## src/rtl/s2mm_load_ab.sv

```systemverilog
// AXI-Stream S2MM operand loader: scatters row-major beats round-robin across
// N1 BRAM write ports (beat i -> bank i mod N1, address i div N1).
module s2mm_load_ab #(
  parameter int unsigned D_W          = 32,
  parameter int unsigned N1           = 4,
  parameter int unsigned MATRIXSIZE_W = 16,
  parameter int unsigned ADDR_W       = 12
) (
  input  logic                    clk,
  input  logic                    rst,
  input  logic                    arm,
  input  logic [MATRIXSIZE_W-1:0] LEN,
  input  logic [31:0]             s_axis_s2mm_tdata,
  input  logic                    s_axis_s2mm_tvalid,
  input  logic                    s_axis_s2mm_tlast,
  output logic                    s_axis_s2mm_tready,
  output logic [N1-1:0]           wr_en,
  output logic [ADDR_W-1:0]       wr_addr,
  output logic [D_W-1:0]          wr_data,
  output logic [MATRIXSIZE_W-1:0] beat_cnt,
  output logic                    done_load,
  output logic                    err_tlast
);

  localparam int unsigned BANK_W = (N1 > 1) ? $clog2(N1) : 1;
  localparam int unsigned CMP_W  = MATRIXSIZE_W + 1;

  localparam logic [1:0] S_IDLE = 2'd0;
  localparam logic [1:0] S_LOAD = 2'd1;
  localparam logic [1:0] S_DONE = 2'd2;

  logic [1:0]              state_q,  state_d;
  logic [MATRIXSIZE_W-1:0] len_q,    len_d;
  logic [MATRIXSIZE_W-1:0] cnt_q,    cnt_d;
  logic [BANK_W-1:0]       bank_q,   bank_d;
  logic [ADDR_W-1:0]       addr_q,   addr_d;
  logic                    tready_q, tready_d;
  logic [N1-1:0]           wr_en_q,  wr_en_d;
  logic [ADDR_W-1:0]       wr_addr_q, wr_addr_d;
  logic [D_W-1:0]          wr_data_q, wr_data_d;
  logic                    done_q,   done_d;
  logic                    err_q,    err_d;

  logic             accept_c;
  logic [CMP_W-1:0] cnt_inc_c;
  logic             last_beat_c;

  // Extra bit keeps beat_cnt+1 exact when LEN is all ones
  assign cnt_inc_c   = {1'b0, cnt_q} + CMP_W'(1);
  assign last_beat_c = (cnt_inc_c == {1'b0, len_q});
  assign accept_c    = (state_q == S_LOAD) && s_axis_s2mm_tvalid && tready_q;

  always_comb begin
    state_d   = state_q;
    len_d     = len_q;
    cnt_d     = cnt_q;
    bank_d    = bank_q;
    addr_d    = addr_q;
    wr_en_d   = '0;
    wr_addr_d = wr_addr_q;
    wr_data_d = wr_data_q;
    done_d    = done_q;
    err_d     = err_q;

    case (state_q)
      S_IDLE, S_DONE: begin
        if (arm) begin
          len_d  = LEN;
          cnt_d  = '0;
          bank_d = '0;
          addr_d = '0;
          err_d  = 1'b0;
          if (LEN == '0) begin
            state_d = S_DONE;
            done_d  = 1'b1;
          end else begin
            state_d = S_LOAD;
            done_d  = 1'b0;
          end
        end
      end
      S_LOAD: begin
        if (accept_c) begin
          wr_en_d   = N1'(1) << bank_q;
          wr_addr_d = addr_q;
          wr_data_d = s_axis_s2mm_tdata[D_W-1:0];
          cnt_d     = cnt_inc_c[MATRIXSIZE_W-1:0];
          if (bank_q == BANK_W'(N1 - 1)) begin
            bank_d = '0;
            addr_d = addr_q + ADDR_W'(1);
          end else begin
            bank_d = bank_q + BANK_W'(1);
          end
          // Either tlast or the length ends the load; only both together is clean
          if (s_axis_s2mm_tlast || last_beat_c) begin
            state_d = S_DONE;
            done_d  = 1'b1;
            err_d   = !(s_axis_s2mm_tlast && last_beat_c);
          end
        end
      end
      default: state_d = S_IDLE;
    endcase

    tready_d = (state_d == S_LOAD);
  end

  always_ff @(posedge clk or posedge rst) begin
    if (rst) begin
      state_q   <= S_IDLE;
      len_q     <= '0;
      cnt_q     <= '0;
      bank_q    <= '0;
      addr_q    <= '0;
      tready_q  <= 1'b0;
      wr_en_q   <= '0;
      wr_addr_q <= '0;
      wr_data_q <= '0;
      done_q    <= 1'b0;
      err_q     <= 1'b0;
    end else begin
      state_q   <= state_d;
      len_q     <= len_d;
      cnt_q     <= cnt_d;
      bank_q    <= bank_d;
      addr_q    <= addr_d;
      tready_q  <= tready_d;
      wr_en_q   <= wr_en_d;
      wr_addr_q <= wr_addr_d;
      wr_data_q <= wr_data_d;
      done_q    <= done_d;
      err_q     <= err_d;
    end
  end

  assign s_axis_s2mm_tready = tready_q;
  assign wr_en              = wr_en_q;
  assign wr_addr            = wr_addr_q;
  assign wr_data            = wr_data_q;
  assign beat_cnt           = cnt_q;
  assign done_load          = done_q;
  assign err_tlast          = err_q;

endmodule

```

## config.mk

```make
export PLATFORM = sky130hd
export DESIGN_NAME = s2mm_load_ab
export DESIGN_NICKNAME = d
export VERILOG_FILES = /design/src/rtl/s2mm_load_ab.sv
export SDC_FILE = /design/constraint.sdc
export NUM_CORES = 1
export LEC_CHECK = 0
export BUFFER_PORTS_ARGS = -buffer_cell sky130_fd_sc_hd__buf_2
export CAP_MARGIN = 20
export CORE_MARGIN = 3
export CORE_UTILIZATION = 37
export CTS_BUF_LIST = sky130_fd_sc_hd__clkbuf_8
export DETAILED_ROUTE_END_ITERATION = 16
export HOLD_SLACK_MARGIN = 0.12
export PLACE_DENSITY = 0.59
export RECOVER_POWER = 25
export SLEW_MARGIN = 20
export SYNTH_ARGS = -nofsm -noshare
export SYNTH_HDL_FRONTEND = slang
export SYNTH_SLANG_ARGS = --single-unit
export TNS_END_PERCENT = 1
```

## constraint.sdc

```tcl
create_clock -name clk -period 4.45 [get_ports clk]
set_input_delay 0.445 -clock clk [delete_from_list [all_inputs] [get_ports clk]]
set_output_delay 0.445 -clock clk [all_outputs]
set_load 0.05 [all_outputs]
```

==> flow_metrics.py <==
metrics = {
    "status": {
        "status": "finished, violations left",
        "violations": "capacitance limit, slew limit",
    },
    "sta": {
        "period_minus_slack_ps": 2601,
        "slew_headroom_pct": -88.68,
        "hold_violations": 0,
        "slew_viol_final": 66,
        "fin_setup_tns_ps": 0,
        "max_freq_ghz": 0.3845,
        "layout_setup_ws_ps": 1849,
        "worst_hold_slack_ps": 242.7,
        "fin_crit_sh_pct": 58.45,
        "setup_viol": 0,
        "rsz0062_at_grt": "no",
        "worst_pin_slew_ps": 2815,
        "fin_skew_ps": 12.49,
    },
    "grt": {
        "grt.total_usage_pct": 17.56,
        "antenna_found_initial": 0,
        "grt_pass1_vias": 3969,
        "grt_start_max_net_pins": 66,
        "grt-ovfl-total": 0,
        "grt_pass1_wl_um": 19700,
    },
    "cells_and_area": {
        "final_util_pct": 46.03,
        "drive_gt1_share_pct": 23.60,
        "final_nets": 698,
        "antennaDiodeCount": 0,
        "multi_input_area_um2": 2027,
        "final_area_um2": 5598,
        "regArea_um2": 2477,
        "fill_cells": 1228,
        "syn2layout_area_growth_pct": 20.24,
    },
    "yosys": {
        "netlist_area_um2": 4656,
        "yosysTopAreaCell": "dfrtp_1",
        "yosys_warnings": 0,
        "synth.net_count": 589,
        "syn_avg_cell_area_um2": 8.784,
        "synthTopCellsByCount": "nand2_1 (205), dfrtp_1 (99), o21ai_0 (36)",
        "synth_most_common_cell": "nand2_1",
        "yosys.area.top_type_share_pct": 53.21,
        "syn_inst": 530,
        "synth_flop_cell": "dfrtp_1",
        "synth_cell_type_count": 45,
        "synth_area_leaders": "dfrtp_1 (53%), nand2_1 (17%), o21ai_0 (3.9%)",
        "ys_async_sr_fraction_pct": 100.0,
        "synth_seq_area_share_pct": 53.21,
        "synth_edf_count": 0,
        "synth-seq-cells": 99,
    },
    "clock_network": {
        "cts-root-buf": "clkbuf_8",
        "clk_pin_slew_ps": 100,
        "htreeDepth": 3,
        "cts_buffer_depth": 2,
        "cts_sinks": 99,
        "cts_buffers": 9,
        "cts_resized": 0,
        "postCtsSetupRepairBufs": 0,
        "cts_tree": "done",
        "cts-hold-fix-buffers": 0,
        "clk_latency_ps": 390,
    },
    "detailed_routing": {
        "ant_nets": 0,
        "avgViaCountPerCell": 4.925,
        "finalWirelength_um": 11900,
        "wl_per_cell_um": 14.66,
        "drtPass1Iterations": 6,
        "drt_iter0_drc": 227,
        "via_count": 3999,
        "drc": 0,
    },
    "setup_path": {
        "path_cells": "ha_1, nand4_1, nor4_2, mux2i_1, a2111oi_4, nand4_2, a21o_1, a21o_1",
        "crit_path_start_kind": "register",
        "path_class": "reg2reg",
        "cp_common_cell": "a21o_1",
        "endpoint_kind": "register",
        "crit_buf_inv": 0,
        "r2r_start": "beat_cnt[0]$_DFFE_PP0P_",
        "cp_max_fo": 8,
        "crit_required_ps": 4740,
        "cp.arrival_ps": 2890,
        "slowest_stage": "dfrtp_1",
        "crit_start": "beat_cnt[0]$_DFFE_PP0P_",
        "worst_path_largest_cell_delay_ps": 490,
        "path_delay_family": "simple AND/OR/NAND/NOR gates",
    },
    "floorplanning": {
        "start_util_pct": 38.28,
        "std_cell_rows": 40,
        "die_w_um": 118.2,
        "die_h_um": 118.2,
        "ioPinCount": 120,
        "dieArea_um2": 13970,
        "core_area_um2": 12160,
    },
    "placed_design": {
        "dpl.hpwl_um": 8483,
        "dp_slack_ps": 1890,
        "gp_congestion": 0.8849,
        "numPortBuffers": 119,
        "place_area_um2": 5395,
    },
    "pwr": {
        "leakagePower_uw": 0.002897,
        "power.density_nw_per_um2": 630.1,
        "ir_drop_v": 0.0002945,
    },
    "flow_run": {
        "drv_cap": 1,
    },
    "min_path": {
        "hp-start": "s_axis_s2mm_tdata[12]",
        "min_path_type": "in2reg",
    },
}
## worst reg2reg max path, stage by stage (launching register included)
cell       delay [ps]
dfrtp_1           490
ha_1              320
nand4_1           230
nor4_2            460
mux2i_1           170
a2111oi_4         220
nand4_2           190
a21o_1            240
a21o_1            180
## layout by cell type, fill, tap and decap left out, types with 2 or more instances in the layout
master      n
a21oi_1    12
clkbuf_1    2
and2_1      5
buf_2     119
a21o_1      5
nand4_1     4
and4_1      5
nor4_1      5
buf_4       3
nand3_1    13
xor2_1      7
inv_1      11
nand2_1   205
dfrtp_1    99
mux2i_1     2
ha_1        6
o31ai_1     4
a211o_1     3
clkbuf_8   11
nor2_1     24
xnor2_1    17
o21ai_0    36
and3_1      2
or3_1       8
o211ai_1    2
nor3_1      8
nand3_2     2
## stage by stage
step,total power [µW],cells
global route,3760,812
global placement,2919,796
floorplan,2532,530
finish,3527,812
CTS,3577,812
detailed placement,2949,796
## cells by family (layout without fill, tap and decap cells)
logic type      Yosys count  count (layout)  share of synthesized area, %
xor+xnor                 24              24                         4.515
simple gates            289             289                         26.98
fa+ha+maj                 6               6                         1.612
mux                       3               3                        0.6719
buf+inv                  38             152                         3.440
compound gates           71              71                         9.568
flops                    99              99                         53.21
## routing by layer
metal	share of wire [%]	vias to the layer above	routed length [µm]	track usage [%]
met3	4.7	14	556	3.828
met1	46	1938	5470	22.35
met2	47	90	5639	28.72
met5	0	-	0	0
li1	-	1957	-	-
met4	2.0	0	234	7.839
## state kept, by name, indices dropped and copies added, names as in the netlist
name / cells
addr_q: 12
bank_q: 2
beat_cnt: 16
done_load: 1
err_tlast: 1
len_q: 16
s_axis_s2mm_tready: 1
state_q: 2
wr_addr: 12
wr_data: 32
wr_en: 4
## final timing paths
| kind | end | slack [ps] | depth (start not counted) |
|---|---|---|---|
| setup reg to reg | s_axis_s2mm_tready$_DFF_PP0_ | 1850 | 8 |
| hold / removal | wr_data[12]$_DFFE_PP0P_ | 240 | 3 |
| max in group asynchronous | wr_data[5]$_DFFE_PP0P_ | 2160 | 3 |
| min in group asynchronous | wr_data[18]$_DFFE_PP0P_ | 830 | 2 |
| setup / recovery | s_axis_s2mm_tready$_DFF_PP0_ | 1850 | 8 |
| hold reg to reg | wr_data[28]$_DFFE_PP0P_ | 470 | 2 |
## layout make-up
type	instances	area share (%)
Timing Repair Buffer	124	11.18
Sequential cell	99	44.26
Clock inverter	5	1.073
Tap cell	168	3.755
Multi-Input combinational cell	393	36.21
Clock buffer	11	2.705
Inverter	12	0.8270
## power breakdown
group	internal, µW	leakage [µW]	switching (µW)	total, µW
clock	293	0.000106	327	620
combinational	411	0.00150	1160	1570
sequential	1150	0.00130	186	1340
total	1860	0.00290	1670	3530
(Power assumes the default switching activity.)
